`config.mk`:
```
export PLATFORM = sky130hd
export DESIGN_NAME = ddr_port_reader
export DESIGN_NICKNAME = d
export VERILOG_FILES = /design/src/rtl/ddr_port_reader_pkg.sv /design/src/rtl/ddr_rd_skid.sv /design/src/rtl/ddr_port_reader.sv
export SDC_FILE = /design/constraint.sdc
export NUM_CORES = 1
export LEC_CHECK = 0
export ABC_AREA = 0
export BUFFER_PORTS_ARGS = -buffer_cell sky130_fd_sc_hd__buf_2
export CAP_MARGIN = 15
export CORE_ASPECT_RATIO = 0.6
export CORE_UTILIZATION = 45
export CTS_CLUSTER_SIZE = 25
export DETAILED_ROUTE_END_ITERATION = 8
export GPL_TIMING_DRIVEN = 0
export PLACE_DENSITY = 0.71
export SLEW_MARGIN = 10
export SYNTH_ARGS = -nofsm -noshare
export SYNTH_HDL_FRONTEND = slang
export SYNTH_SLANG_ARGS = --single-unit
```
`constraint.sdc`:
```
create_clock -name clk -period 2.48 [get_ports clk]
set_input_delay 0.124 -clock clk [delete_from_list [all_inputs] [get_ports clk]]
set_output_delay 0.124 -clock clk [all_outputs]
set_load 0.02 [all_outputs]
```
`src/rtl/ddr_port_reader_pkg.sv`:
```
// ddr_port_reader_pkg: shared definitions for the MIG port readers and writers.
// Holds the reader state encoding, MIG command opcodes and burst geometry.
package ddr_port_reader_pkg;

  typedef enum logic [2:0] {
    WAIT_CALIB = 3'd0,
    IDLE       = 3'd1,
    CMD        = 3'd2,
    WAIT_DATA  = 3'd3,
    STREAM     = 3'd4,
    DONE       = 3'd5
  } reader_state_e;

  localparam logic [2:0] MIG_CMD_WRITE = 3'b000;
  localparam logic [2:0] MIG_CMD_READ  = 3'b001;

  localparam int BURST_WORDS = 64;
  localparam int BURST_BYTES = 256;

  // MIG encodes burst length as (words - 1)
  localparam logic [5:0] MIG_BURST_LEN = 6'(BURST_WORDS - 1);

endpackage

```
`src/rtl/ddr_rd_skid.sv`:
```
// ddr_rd_skid: pixel output register with valid/ready handshake.
// A word is loaded only when the register is empty or being drained, so the
// held word never changes while the consumer stalls.
module ddr_rd_skid (
  input  logic        clk,
  input  logic        rst_n,
  input  logic        flush_i,
  input  logic        load_i,
  input  logic [31:0] data_i,
  input  logic        ready_i,
  output logic [31:0] data_o,
  output logic        valid_o
);

  logic [31:0] data_q;
  logic        valid_q;

  // Capture a new word on load; drop valid once the consumer has taken it
  always_ff @(posedge clk or negedge rst_n) begin
    if (!rst_n) begin
      data_q  <= '0;
      valid_q <= 1'b0;
    end else if (flush_i) begin
      valid_q <= 1'b0;
    end else if (load_i) begin
      data_q  <= data_i;
      valid_q <= 1'b1;
    end else if (ready_i) begin
      valid_q <= 1'b0;
    end
  end

  assign data_o  = data_q;
  assign valid_o = valid_q;

endmodule

```
`src/rtl/ddr_port_reader.sv`:
```
// ddr_port_reader: reads whole frames from MIG port 1 in 64-word bursts and
// streams them out as 32-bit pixels. Define DDR_READER_FRAME_SWAP_EN to pick
// between two frame buffers with frame_sel; otherwise frame_sel is ignored.
module ddr_port_reader
  import ddr_port_reader_pkg::*;
#(
  parameter int          FRAME_WORDS = 1310720,
  parameter logic [29:0] BASE_ADDR   = 30'd0
) (
  input  logic        clk,
  input  logic        rst_n,
  input  logic        mem_calib_done,
  input  logic        frame_start,
  input  logic        frame_sel,
  input  logic        p1_cmd_full,
  output logic        p1_cmd_en,
  output logic [2:0]  p1_cmd_instr,
  output logic [5:0]  p1_cmd_bl,
  output logic [29:0] p1_cmd_byte_addr,
  input  logic        p1_rd_empty,
  input  logic [6:0]  p1_rd_count,
  input  logic [31:0] p1_rd_data,
  input  logic        p1_rd_overflow,
  output logic        p1_rd_en,
  output logic [31:0] pix_data,
  output logic        pix_valid,
  input  logic        pix_ready,
  output logic        frame_done,
  output logic        overflow_err
);

  localparam logic [29:0] FRAME_BYTES = 30'(FRAME_WORDS * 4);
  localparam logic [6:0]  LAST_WORD   = 7'(BURST_WORDS - 1);

  reader_state_e state_q;
  logic          calibMeta_q, calibOk_q;
  logic [29:0]   ptr_q, frameEnd_q;
  logic [6:0]    wordCnt_q;
  logic          pending_q, pendingSel_q;
  logic          cmdEn_q;
  logic [2:0]    cmdInstr_q;
  logic [5:0]    cmdBl_q;
  logic [29:0]   cmdAddr_q;
  logic          frameDone_q, overflowErr_q;
  logic          rdEn, pixValid, startSel;
  logic [29:0]   startBase;

  // A queued request carries the buffer select it was issued with
  assign startSel = pending_q ? pendingSel_q : frame_sel;

`ifdef DDR_READER_FRAME_SWAP_EN
  logic unusedInputs;
  assign startBase    = BASE_ADDR + (startSel ? FRAME_BYTES : 30'd0);
  assign unusedInputs = ^p1_rd_count;
`else
  logic unusedInputs;
  assign startBase    = BASE_ADDR;
  assign unusedInputs = ^{p1_rd_count, startSel};
`endif

  // Pop the FWFT FIFO whenever the pixel register can accept a word
  assign rdEn = (state_q == STREAM) && calibOk_q && !p1_rd_empty && (!pixValid || pix_ready);

  // Bring the asynchronous calibration flag into the clock domain
  always_ff @(posedge clk or negedge rst_n) begin
    if (!rst_n) begin
      calibMeta_q <= 1'b0;
      calibOk_q   <= 1'b0;
    end else begin
      calibMeta_q <= mem_calib_done;
      calibOk_q   <= calibMeta_q;
    end
  end

  // Any read-FIFO overflow is latched until the next reset
  always_ff @(posedge clk or negedge rst_n) begin
    if (!rst_n) overflowErr_q <= 1'b0;
    else if (p1_rd_overflow) overflowErr_q <= 1'b1;
  end

  // Frame sequencer: issue bursts, count streamed words, signal frame end
  always_ff @(posedge clk or negedge rst_n) begin
    if (!rst_n) begin
      state_q      <= WAIT_CALIB;
      ptr_q        <= BASE_ADDR;
      frameEnd_q   <= '0;
      wordCnt_q    <= '0;
      pending_q    <= 1'b0;
      pendingSel_q <= 1'b0;
      cmdEn_q      <= 1'b0;
      cmdInstr_q   <= '0;
      cmdBl_q      <= '0;
      cmdAddr_q    <= '0;
      frameDone_q  <= 1'b0;
    end else begin
      cmdEn_q     <= 1'b0;
      frameDone_q <= 1'b0;
      if (!calibOk_q) begin
        state_q      <= WAIT_CALIB;
        pending_q    <= 1'b0;
        pendingSel_q <= 1'b0;
      end else begin
        if (frame_start && state_q != IDLE) begin
          pending_q    <= 1'b1;
          pendingSel_q <= frame_sel;
        end
        unique case (state_q)
          WAIT_CALIB: state_q <= IDLE;
          IDLE: begin
            if (pending_q || frame_start) begin
              ptr_q      <= startBase;
              frameEnd_q <= startBase + FRAME_BYTES;
              wordCnt_q  <= '0;
              state_q    <= CMD;
              if (pending_q) begin
                pending_q    <= frame_start;
                pendingSel_q <= frame_sel;
              end
            end
          end
          CMD: begin
            if (!p1_cmd_full) begin
              cmdEn_q    <= 1'b1;
              cmdInstr_q <= MIG_CMD_READ;
              cmdBl_q    <= MIG_BURST_LEN;
              cmdAddr_q  <= ptr_q;
              ptr_q      <= ptr_q + 30'(BURST_BYTES);
              wordCnt_q  <= '0;
              state_q    <= WAIT_DATA;
            end
          end
          WAIT_DATA: if (!p1_rd_empty) state_q <= STREAM;
          STREAM: begin
            if (rdEn) begin
              wordCnt_q <= wordCnt_q + 7'd1;
              if (wordCnt_q == LAST_WORD) begin
                if (ptr_q < frameEnd_q) begin
                  state_q <= CMD;
                end else begin
                  state_q     <= DONE;
                  frameDone_q <= 1'b1;
                end
              end
            end
          end
          DONE: if (!pixValid) state_q <= IDLE;
          default: state_q <= WAIT_CALIB;
        endcase
      end
    end
  end

  ddr_rd_skid u_skid (
    .clk     (clk),
    .rst_n   (rst_n),
    .flush_i (!calibOk_q),
    .load_i  (rdEn),
    .data_i  (p1_rd_data),
    .ready_i (pix_ready),
    .data_o  (pix_data),
    .valid_o (pixValid)
  );

  assign p1_cmd_en        = cmdEn_q;
  assign p1_cmd_instr     = cmdInstr_q;
  assign p1_cmd_bl        = cmdBl_q;
  assign p1_cmd_byte_addr = cmdAddr_q;
  assign p1_rd_en         = rdEn;
  assign pix_valid        = pixValid;
  assign frame_done       = frameDone_q;
  assign overflow_err     = overflowErr_q;

endmodule

```
Word level (Yosys, flattened, before mapping) --
Cells that the tools add are included.
Storage, ports and cells: bits in registers 112, bits of input ports 48, word-level logic and storage cells 85
Cells by class: add/sub/neg operators 2, order comparisons 1, equal/unequal tests 17, multiplexer cells 32, bitwise logic cells 1, reduce and logical (&&, ||, !) cells 17
Operator list (count):
- 30-bit 2-to-1 mux | 2
- 30-bit case mux with 2 select lines | 1
- 30-bit by 9-bit adder with 30-bit output (second input constant) | 1
- 30-bit by 23-bit < comparator with 1-bit output | 1
- 3-bit 2-to-1 mux | 8
- 7-bit 2-to-1 mux | 3
- 7-bit case mux with 3 select lines | 1
- 3-bit != test (second input constant) | 6
- 3-bit case mux with 6 select lines | 1
- 1-bit 2-to-1 mux | 16
- 7-bit by 1-bit adder with 7-bit output (second input constant) | 1
- 7-bit by 6-bit == test with 1-bit output (second input constant) | 1
- 3-bit by 2-bit == test with 1-bit output (second input constant) | 2
- 3-bit == test (second input constant) | 2
- 2-bit != test (second input constant) | 3
- 3-bit AND reduction | 2
- 6-bit AND reduction | 1
- 5-bit AND reduction | 1
- 1-bit logical AND | 4
- 4-bit AND reduction | 1
- 3-bit by 1-bit == test with 1-bit output (second input constant) | 1
- 3-bit logical NOT | 1
- 3-bit by 1-bit != test with 1-bit output (second input constant) | 1
- 3-bit by 2-bit != test with 1-bit output (second input constant) | 1
- other kinds (6) | 8

Longest topological paths before layout --
Gate-level depths: netlist (run 1).
depth after elaboration 7, gate-level depth with buffers 8, gate-level depth less buffers 7

Cells and area by module --
Synthesis (run 1) repeated with hierarchy kept, for this count alone.
Unflattened totals: cell total of the unflattened synthesis 354, area, all modules 4463.0 um^2
By module, submodules not included:
- ddr_port_reader | times used 1, cells each 281, area each 3064.2 um^2, seq. area each 1551.5 um^2
- ddr_rd_skid | times used 1, cells each 73, area each 1398.8 um^2, seq. area each 825.8 um^2

Worst setup path before layout (run 1) --
OpenSTA, ideal clock, no wires.
path type register -> register, start point reg state_q[0], end point reg wordCnt_q[5], library setup time 78 ps, arrival time 1985 ps, data required time 2402 ps, path slack 417 ps, stages on the path, launching flop included 7, path buffers 1, path through dfrtp_1 buf_6 or3b_4 o311ai_2 nand3_2 or4_1 a21oi_1
Between the ends: longest elaborated chain between the ends 6, elaborated cells between the ends (all ways) 12, those cells by class 6 x eq/ne; 1 x mux; 5 x reduce/logical
Ends and longest elaborated chain:
- start: declaration | RTL line ddr_port_reader.sv:35 | reader_state_e state_q;
- start signal: assignment | RTL line ddr_port_reader.sv:84 | state_q <= WAIT_CALIB;
- start signal: assignment | RTL line ddr_port_reader.sv:99 | state_q <= WAIT_CALIB;
- start signal: assignment | RTL line ddr_port_reader.sv:108 | WAIT_CALIB: state_q <= IDLE;
- 3-bit == test | RTL line ddr_port_reader.sv:62, ddr_port_reader.sv:107
- 1-bit logical AND (3 in a row) | RTL line ddr_port_reader.sv:62 | assign rdEn = (state_q == STREAM) && calibOk_q && !p1_rd_empty && (!pixValid || pix_ready);
- 2-bit != test (no source line)
- 5-bit AND reduction (no source line)
- end signal: assignment | RTL line ddr_port_reader.sv:135 | wordCnt_q <= wordCnt_q + 7'd1;
- end: declaration | RTL line ddr_port_reader.sv:38 | logic [6:0] wordCnt_q;
Parallel ways exist; a longest one is shown, timed or not. A chain may end at the register's enable or synchronous reset.

Final worst setup path (run 1) --
Same ends and word-level chain as after synthesis.

==> impl_metrics.prom, run 1 <==
# TYPE chip_impl_metric gauge
chip_impl_info{name="status",value="complete, no violations"} 1
chip_impl_info{name="endpoint_kind",value="flip-flop"} 1
chip_impl_metric{name="diode_insertion_count_for_antenna_repair",unit=""} 0
chip_impl_metric{name="path_clk_slew",unit="ns"} 0.07
chip_impl_metric{name="post-synth-top-area-fraction",unit=""} 0.554
chip_impl_metric{name="start_util",unit=""} 0.466
chip_impl_metric{name="first_global_vias",unit=""} 3597
chip_impl_metric{name="synth_cell_types",unit=""} 51
chip_impl_metric{name="fmax",unit="MHz"} 443
chip_impl_metric{name="power-per-cell-area",unit="mW/mm^2"} 886
chip_impl_metric{name="max_slew_margin",unit=""} 0.592
chip_impl_info{name="grt_most_used_layer",value="met2"} 1
chip_impl_metric{name="post_synth.cell_area_avg",unit="um^2"} 9.20
chip_impl_metric{name="grt-ovfl-total",unit=""} 0
chip_impl_metric{name="routed_wl",unit="um"} 9980
chip_impl_metric{name="clkLatencyLatePin",unit="ns"} 0.34
chip_impl_metric{name="timing_worst_slew_pin_value",unit="ns"} 0.613
chip_impl_metric{name="finalSetupViolCount",unit=""} 0
chip_impl_info{name="ys_top_cells_by_area",value="sky130_fd_sc_hd__dfrtp_1 (55%), sky130_fd_sc_hd__nand2_1 (16%), sky130_fd_sc_hd__buf_4 (2.8%)"} 1
chip_impl_metric{name="fin_total_pwr",unit="uW"} 5070
chip_impl_metric{name="grt.total_usage",unit=""} 0.217
chip_impl_metric{name="ys_ff_latch",unit=""} 95
chip_impl_metric{name="min_delay_path_depth",unit=""} 3
chip_impl_metric{name="floorplan_core_area",unit="mm^2"} 0.00922
chip_impl_info{name="worst_path_max_delay_cell",value="sky130_fd_sc_hd__or4_1"} 1
chip_impl_metric{name="ir_worst_vdd",unit="mV"} 0.552
chip_impl_metric{name="synth_edf_count",unit=""} 0
chip_impl_metric{name="clock_skew",unit="ns"} 0.00647
chip_impl_info{name="worstHoldStart",value="frame_start"} 1
chip_impl_metric{name="drive_above_1_share",unit=""} 0.244
chip_impl_metric{name="grt_util_met2",unit=""} 0.344
chip_impl_info{name="root_buffer_cell",value="sky130_fd_sc_hd__clkbuf_16"} 1
chip_impl_metric{name="antenna_found_initial",unit=""} 0
chip_impl_info{name="timing.setup.critical_path_class",value="flip-flop to flip-flop"} 1
chip_impl_metric{name="seqCellArea",unit="mm^2"} 0.00238
chip_impl_metric{name="fin_setup_tns",unit="ns"} 0
chip_impl_metric{name="wire_length_of_the_first_global_routing_pass",unit="um"} 16900
chip_impl_metric{name="hold_slack",unit="ns"} 0.0779
chip_impl_metric{name="drc_violation_total_after_the_first_tritonroute_iteration",unit=""} 180
chip_impl_metric{name="cap_viol_max_count",unit=""} 0
chip_impl_info{name="critical_path.reg2reg.startpoint",value="state_q[0]"} 1
chip_impl_metric{name="flow.area_growth_from_synthesis",unit="%"} 33.2
chip_impl_metric{name="min_period",unit="ns"} 2.26
chip_impl_metric{name="synth_compound_gate_area_share",unit=""} 0.0897
chip_impl_info{name="r2r-end",value="wordCnt_q[5]"} 1
chip_impl_metric{name="clock_tree.htree_level_count",unit=""} 3
chip_impl_metric{name="synth_cells",unit=""} 467
chip_impl_metric{name="final_min_period_over_clock_period",unit=""} 0.911
chip_impl_metric{name="grt_start_max_net_pins",unit=""} 50
chip_impl_metric{name="met1_usage",unit=""} 0.284
chip_impl_metric{name="synth_warnings",unit=""} 0
chip_impl_metric{name="chipHeight",unit="um"} 77.7
chip_impl_metric{name="inserted_clock_buffers",unit=""} 9
chip_impl_info{name="rsz_0062_raised_after_global_routing",value="no"} 1
chip_impl_info{name="crit_chain",value="buf_6, or3b_4, o311ai_2, nand3_2, or4_1, a21oi_1"} 1
chip_impl_metric{name="max_stage_delay",unit="ns"} 0.52
chip_impl_metric{name="ys_async_sr_fraction",unit=""} 1.00
chip_impl_metric{name="detailedRoute.firstPassIterationCount",unit=""} 4
chip_impl_metric{name="synth_adder_area_share",unit=""} 0.00874
chip_impl_metric{name="dieWidth",unit="um"} 128
chip_impl_metric{name="multi_input_comb_area",unit="mm^2"} 0.00173
chip_impl_metric{name="clock_tree.buffer_depth",unit=""} 2
chip_impl_metric{name="vias_per_cell",unit=""} 4.84
chip_impl_metric{name="length_in_cells_of_the_worst_reg_to_reg_path",unit=""} 6
chip_impl_metric{name="floorplan.rows",unit=""} 27
chip_impl_metric{name="timing_max_transition_violations_final",unit=""} 0
chip_impl_info{name="holdPathEnd",value="pending_q"} 1
chip_impl_metric{name="cts_sinks",unit=""} 95
chip_impl_metric{name="design.portCount",unit=""} 124
chip_impl_metric{name="synth_mux_area_frac",unit=""} 0.00233
chip_impl_metric{name="global_placement_routability_congestion",unit=""} 0.875
chip_impl_info{name="worst_setup_path_start_kind",value="flip-flop"} 1
chip_impl_metric{name="post_synthesis_sequential_area_ratio",unit=""} 0.554
chip_impl_metric{name="portBuffers",unit=""} 105
chip_impl_metric{name="layout.nets",unit=""} 681
chip_impl_metric{name="ff2ff_setup_slack",unit="ns"} 0.22
chip_impl_metric{name="global_route.usage.met3",unit=""} 0.0669
chip_impl_info{name="mostFrequentLayoutCell",value="sky130_fd_sc_hd__nand2_1"} 1
chip_impl_metric{name="drt-wirelength-per-cell",unit="um"} 13.0
chip_impl_metric{name="hpwl",unit="um"} 6650
chip_impl_info{name="cts_tree",value="done"} 1
chip_impl_info{name="layout.cells.most_common_list",value="sky130_fd_sc_hd__nand2_1 (183), sky130_fd_sc_hd__buf_2 (104), sky130_fd_sc_hd__dfrtp_1 (95)"} 1
chip_impl_metric{name="timing_hold_violations_final",unit=""} 0
chip_impl_info{name="largest_area_contributor_in_the_netlist",value="sky130_fd_sc_hd__dfrtp_1"} 1
chip_impl_metric{name="cp.arrival",unit="ns"} 2.52
chip_impl_metric{name="total_leakage_power",unit="uW"} 0.00308
chip_impl_metric{name="final_antenna_net_count",unit=""} 0
chip_impl_metric{name="post_synth_xor_xnor_area",unit=""} 0.0265
chip_impl_metric{name="vias",unit=""} 3700
chip_impl_metric{name="syn-cell-area",unit="mm^2"} 0.00429
chip_impl_metric{name="worstPathRequired",unit="ns"} 2.74
chip_impl_info{name="ys_dominant_reg_cell",value="sky130_fd_sc_hd__dfrtp_1"} 1
chip_impl_info{name="synth_top_family_by_area",value="simple AND/OR/NAND/NOR gates"} 1
chip_impl_metric{name="dieArea",unit="mm^2"} 0.00995
chip_impl_metric{name="post-route-drc-count",unit=""} 0
chip_impl_metric{name="synth_simple_gate_area_share",unit=""} 0.266
chip_impl_metric{name="timing.critical_path.fanout_max",unit=""} 10
chip_impl_metric{name="n_fill_cell",unit=""} 782
chip_impl_info{name="hold_class",value="input pin to flip-flop"} 1
cell type report:
class | count | area share
Inverter | 6 | 0.00459
Sequential cell | 95 | 0.416
Multi-Input combinational cell | 341 | 0.303
Tap cell | 130 | 0.0284
Clock inverter | 2 | 0.00678
Buffer | 33 | 0.0352
Clock buffer | 14 | 0.0444
Timing Repair Buffer | 144 | 0.162
sequential cells by signal, indices dropped and copies added, names as in the netlist:
name / count
calibOk_q: 1
p1_cmd_bl: 1
frameEnd_q: 1
frame_done: 1
overflow_err: 1
pending_q: 1
wordCnt_q: 7
p1_cmd_byte_addr: 22
state_q: 3
u_skid.valid_o: 1
p1_cmd_en: 1
ptr_q: 22
u_skid.data_o: 32
calibMeta_q: 1
routing by layer:
metal | part of all wire | wire length (um)
met1 | 0.48 | 4750
met2 | 0.45 | 4510
met3 | 0.061 | 611
met4 | 0.011 | 106
met5 | 0 | 0
worst max-delay path by stage:
stage | start | endpoint | slack, ns
after global placement | state_q[1] | p1_cmd_byte_addr[15] | 0.16
after global routing | ptr_q[22] | state_q[1] | 0.02
after CTS | state_q[1] | p1_cmd_byte_addr[19] | 0.08
after floorplan | state_q[0] | wordCnt_q[5] | 0.42
final | state_q[0] | wordCnt_q[5] | 0.22
after detailed placement | state_q[1] | p1_cmd_byte_addr[19] | 0.09
timing repair:
action                     in CTS  in global routing
gates resized for setup         0                  4
hold endpoints to repair       80                  0
setup buffers                   0                  3
setup endpoints to repair       1                 22
hold buffers                   35                  0
critical path: cells and delay by family (launching register included):
| kind | cells | cell delay, ns |
|---|---|---|
| flops | 1 | 0.39 |
| compound gates | 2 | 0.50 |
| buf+inv | 1 | 0.14 |
| simple gates | 3 | 1.15 |
where the power goes:
group	switching, uW	leakage [uW]	internal, uW
Combinational	1020	0.00165	601
Sequential	207	0.00129	1860
Clock	557	0.000141	815
metrics by stage:
step | utilization | instances | cell area (um^2) | setup slack [ns]
global route | 0.620 | 765 | 5720 | 0.0183
global placement | 0.544 | 711 | 5020 | 0.162
detailed placement | 0.547 | 712 | 5050 | 0.0910
CTS | 0.616 | 762 | 5690 | 0.0811
finish | 0.620 | 765 | 5720 | 0.221
floorplan | - | 476 | 4330 | 0.417
cells by family after synthesis:
kind of cell               after synthesis
xor gates and xnor gates                13
other                                    1
DFF                                     95
adders and majority gates                3
buffers and inverters                   40
AOI/OAI and AO/OA                       53
muxes                                    1
and+or+nand+nor                        261
synth_stat cells, types with 3 or more instances:
cell type / n
sky130_fd_sc_hd__a2111oi_2: 5
sky130_fd_sc_hd__a21oi_1: 7
sky130_fd_sc_hd__and3_1: 7
sky130_fd_sc_hd__buf_1: 4
sky130_fd_sc_hd__buf_4: 16
sky130_fd_sc_hd__clkbuf_1: 12
sky130_fd_sc_hd__dfrtp_1: 95
sky130_fd_sc_hd__ha_1: 3
sky130_fd_sc_hd__inv_1: 5
sky130_fd_sc_hd__nand2_1: 183
sky130_fd_sc_hd__nand3_1: 9
sky130_fd_sc_hd__nand4_1: 10
sky130_fd_sc_hd__nor2_1: 25
sky130_fd_sc_hd__nor2b_1: 3
sky130_fd_sc_hd__o211ai_1: 3
sky130_fd_sc_hd__o21ai_0: 17
sky130_fd_sc_hd__or4_1: 7
sky130_fd_sc_hd__xnor2_1: 8
sky130_fd_sc_hd__xor2_1: 5
(Power assumes the default switching activity.)
==> inputs of run 2 (changes only) <==
--- a/config.mk
+++ b/config.mk
@@ -6,14 +6,14 @@
 export NUM_CORES = 1
 export LEC_CHECK = 0
 export ABC_AREA = 0
-export BUFFER_PORTS_ARGS = -buffer_cell sky130_fd_sc_hd__buf_2
 export CAP_MARGIN = 15
 export CORE_ASPECT_RATIO = 0.6
 export CORE_UTILIZATION = 45
 export CTS_CLUSTER_SIZE = 25
 export DETAILED_ROUTE_END_ITERATION = 8
+export DONT_BUFFER_PORTS = 1
 export GPL_TIMING_DRIVEN = 0
-export PLACE_DENSITY = 0.71
+export PLACE_DENSITY = 0.7
 export SLEW_MARGIN = 10
 export SYNTH_ARGS = -nofsm -noshare
 export SYNTH_HDL_FRONTEND = slang
==> run 2 against run 1 <==
  * Non-clock buffer count is 103 lower
  * Critical path depth unchanged
  * Sequential share of layout area is 4.0 points higher
  * Core utilization fell by 5.4 points
  * Global-route usage fell by 0.52 points
  * Sequential power grew 19%
  * Highest routed layer unchanged
==> impl_metrics.prom, run 2 (synthesized netlist as in run 1, its figures left out) <==
# TYPE chip_impl_metric gauge
chip_impl_info{name="status",value="complete, no violations"} 1
chip_impl_metric{name="clock_skew",unit="ns"} 0.00944
chip_impl_metric{name="dieWidth",unit="um"} 128
chip_impl_metric{name="detailedRoute.firstPassIterationCount",unit=""} 4
chip_impl_metric{name="cap_viol_max_count",unit=""} 0
chip_impl_metric{name="flow.area_growth_from_synthesis",unit="%"} 21.6
chip_impl_metric{name="total_switching_power",unit="uW"} 1710
chip_impl_metric{name="design.portCount",unit=""} 124
chip_impl_metric{name="hold_slack",unit="ns"} 0.0232
chip_impl_metric{name="internal_power",unit="uW"} 3070
chip_impl_metric{name="cts_sinks",unit=""} 95
chip_impl_info{name="endpoint_kind",value="flip-flop"} 1
chip_impl_metric{name="timing_max_transition_violations_final",unit=""} 0
chip_impl_metric{name="total_leakage_power",unit="uW"} 0.00260
chip_impl_info{name="layout.cells.most_common_list",value="sky130_fd_sc_hd__nand2_1 (183), sky130_fd_sc_hd__dfrtp_1 (95), sky130_fd_sc_hd__dlygate4sd3_1 (37)"} 1
chip_impl_metric{name="inserted_clock_buffers",unit=""} 9
chip_impl_metric{name="layout.cells.non_filler",unit=""} 663
chip_impl_metric{name="drc_violation_total_after_the_first_tritonroute_iteration",unit=""} 216
chip_impl_metric{name="part_of_the_power_in_registers",unit=""} 0.518
chip_impl_metric{name="dieArea",unit="mm^2"} 0.00995
chip_impl_metric{name="comb_power_share",unit=""} 0.189
chip_impl_metric{name="path_clk_slew",unit="ns"} 0.07
chip_impl_metric{name="vias",unit=""} 3375
chip_impl_info{name="timing.setup.critical_path_class",value="flip-flop to flip-flop"} 1
chip_impl_metric{name="ir_worst_vdd",unit="mV"} 0.520
chip_impl_metric{name="power-per-cell-area",unit="mW/mm^2"} 915
chip_impl_metric{name="multi_input_comb_area",unit="mm^2"} 0.00173
chip_impl_metric{name="clock_tree.htree_level_count",unit=""} 3
chip_impl_metric{name="vias_per_cell",unit=""} 5.09
chip_impl_metric{name="chipHeight",unit="um"} 77.7
chip_impl_metric{name="seqCellArea",unit="mm^2"} 0.00238
chip_impl_metric{name="min_period",unit="ns"} 2.31
chip_impl_metric{name="fin_total_pwr",unit="uW"} 4780
chip_impl_metric{name="final_min_period_over_clock_period",unit=""} 0.933
chip_impl_metric{name="max_slew_margin",unit=""} 0.582
chip_impl_metric{name="start_util",unit=""} 0.466
chip_impl_metric{name="drive_above_1_share",unit=""} 0.0959
chip_impl_metric{name="grt.total_usage",unit=""} 0.212
chip_impl_metric{name="grt_start_max_net_pins",unit=""} 96
chip_impl_metric{name="grt-ovfl-total",unit=""} 0
chip_impl_metric{name="worstPathRequired",unit="ns"} 2.74
chip_impl_info{name="worst_setup_path_start_kind",value="flip-flop"} 1
chip_impl_info{name="mostFrequentLayoutCell",value="sky130_fd_sc_hd__nand2_1"} 1
chip_impl_metric{name="wire_length_of_the_first_global_routing_pass",unit="um"} 16400
chip_impl_metric{name="cp.arrival",unit="ns"} 2.57
chip_impl_metric{name="clkLatencyLatePin",unit="ns"} 0.34
chip_impl_metric{name="dp_cell_count",unit=""} 606
chip_impl_metric{name="drt-wirelength-per-cell",unit="um"} 14.5
chip_impl_info{name="hold_class",value="input pin to flip-flop"} 1
chip_impl_metric{name="floorplan_core_area",unit="mm^2"} 0.00922
chip_impl_metric{name="routed_wl",unit="um"} 9630
chip_impl_metric{name="timing_worst_slew_pin_value",unit="ns"} 0.624
chip_impl_metric{name="fin_setup_tns",unit="ns"} 0
chip_impl_metric{name="floorplan.rows",unit=""} 27
chip_impl_metric{name="post-route-drc-count",unit=""} 0
chip_impl_metric{name="pwr-share-clk",unit=""} 0.294
chip_impl_metric{name="fmax",unit="MHz"} 432
chip_impl_metric{name="final_util",unit=""} 0.566
chip_impl_info{name="rsz_0062_raised_after_global_routing",value="no"} 1
chip_impl_metric{name="largest_register_ffs",unit=""} 32
chip_impl_metric{name="layout.nets",unit=""} 578
chip_impl_metric{name="timing.critical_path.fanout_max",unit=""} 10
chip_impl_metric{name="finalSetupViolCount",unit=""} 0
chip_impl_metric{name="portBuffers",unit=""} 0
chip_impl_metric{name="switching_share",unit=""} 0.357
chip_impl_metric{name="timing_hold_violations_final",unit=""} 0
chip_impl_metric{name="antenna_found_initial",unit=""} 0
chip_impl_metric{name="clock_tree.buffer_depth",unit=""} 2
chip_impl_metric{name="first_global_vias",unit=""} 3315
chip_impl_metric{name="final_antenna_net_count",unit=""} 0
chip_impl_metric{name="global_placement_routability_congestion",unit=""} 0.834
chip_impl_metric{name="hpwl",unit="um"} 6230
chip_impl_info{name="cts_tree",value="done"} 1
chip_impl_info{name="root_buffer_cell",value="sky130_fd_sc_hd__clkbuf_16"} 1
chip_impl_metric{name="n_fill_cell",unit=""} 831
[run 2: changes by cell type in the layout (fill, tap and decap cells not counted)]
cell                            before  now
sky130_fd_sc_hd__clkbuf_1           16   15
sky130_fd_sc_hd__dlygate4sd3_1      35   37
sky130_fd_sc_hd__clkbuf_2            2    3
sky130_fd_sc_hd__clkbuf_8            1    2
sky130_fd_sc_hd__clkinv_4            0    1
sky130_fd_sc_hd__buf_2             104    0
sky130_fd_sc_hd__diode_2             0    1
sky130_fd_sc_hd__inv_6               1    0
sky130_fd_sc_hd__buf_4              20   18
[run 2: power by group through the flow]
stage	sequential [uW]	clock [uW]	combinational [uW]
finish	2470	1400	901
global route	2520	1500	1030
CTS	2470	1430	892
detailed placement	2490	0	816
global placement	2490	0	776
floorplan	2420	0	681
[run 2: layout make-up]
type / instances / share of cell area
clock inverter: 2 / 0.00743
inverter: 6 / 0.00503
multi-input combinational: 341 / 0.331
tap: 130 / 0.0312
antenna: 1 / 0.000479
buffer: 34 / 0.0395
timing repair buffer: 40 / 0.0791
sequential: 95 / 0.455
clock buffer: 14 / 0.0506
[run 2: final timing paths]
path | from | endpoint | slack (ns) | cells past startpoint
setup / recovery | state_q[0] | wordCnt_q[5] | 0.17 | 6
hold / removal | frame_start | pending_q | 0.02 | 2
setup reg to reg | state_q[0] | wordCnt_q[5] | 0.17 | 6
hold reg to reg | calibMeta_q | calibOk_q | 0.35 | 0
max in group asynchronous | rst_n | u_skid.data_o[23] | 1.76 | 2
min in group asynchronous | rst_n | p1_cmd_byte_addr[16] | 0.34 | 2
[run 2: critical path: stages (launching register included)]
cell,delay (ns)
sky130_fd_sc_hd__dfrtp_1,0.38
sky130_fd_sc_hd__buf_6,0.14
sky130_fd_sc_hd__or3b_4,0.42
sky130_fd_sc_hd__o311ai_2,0.36
sky130_fd_sc_hd__nand3_2,0.23
sky130_fd_sc_hd__or4_1,0.54
sky130_fd_sc_hd__a21oi_1,0.16
[run 2: repair_timing]
action | 4_1_cts | 5_1_grt
resized for setup | 0 | 5
hold buffers | 38 | 0
endpoints found under the hold margin | 131 | 0
endpoints found under the setup margin | 0 | 24
setup buffers | 0 | 2
[run 2: through the flow]
step	instance area [um^2]	worst slack, ns
5_1_grt	5220	0.0394
2_1_floorplan	4330	0.417
6_report	5220	0.167
3_5_place_dp	4490	0.134
3_3_place_gp	4490	0.146
4_1_cts	5190	0.0356
[run 2: metal layers]
metal	part of all wire	global-route usage
met1	0.46	0.282
met2	0.47	0.328
met3	0.069	0.0710
met4	0.0096	0.0624
met5	0	0
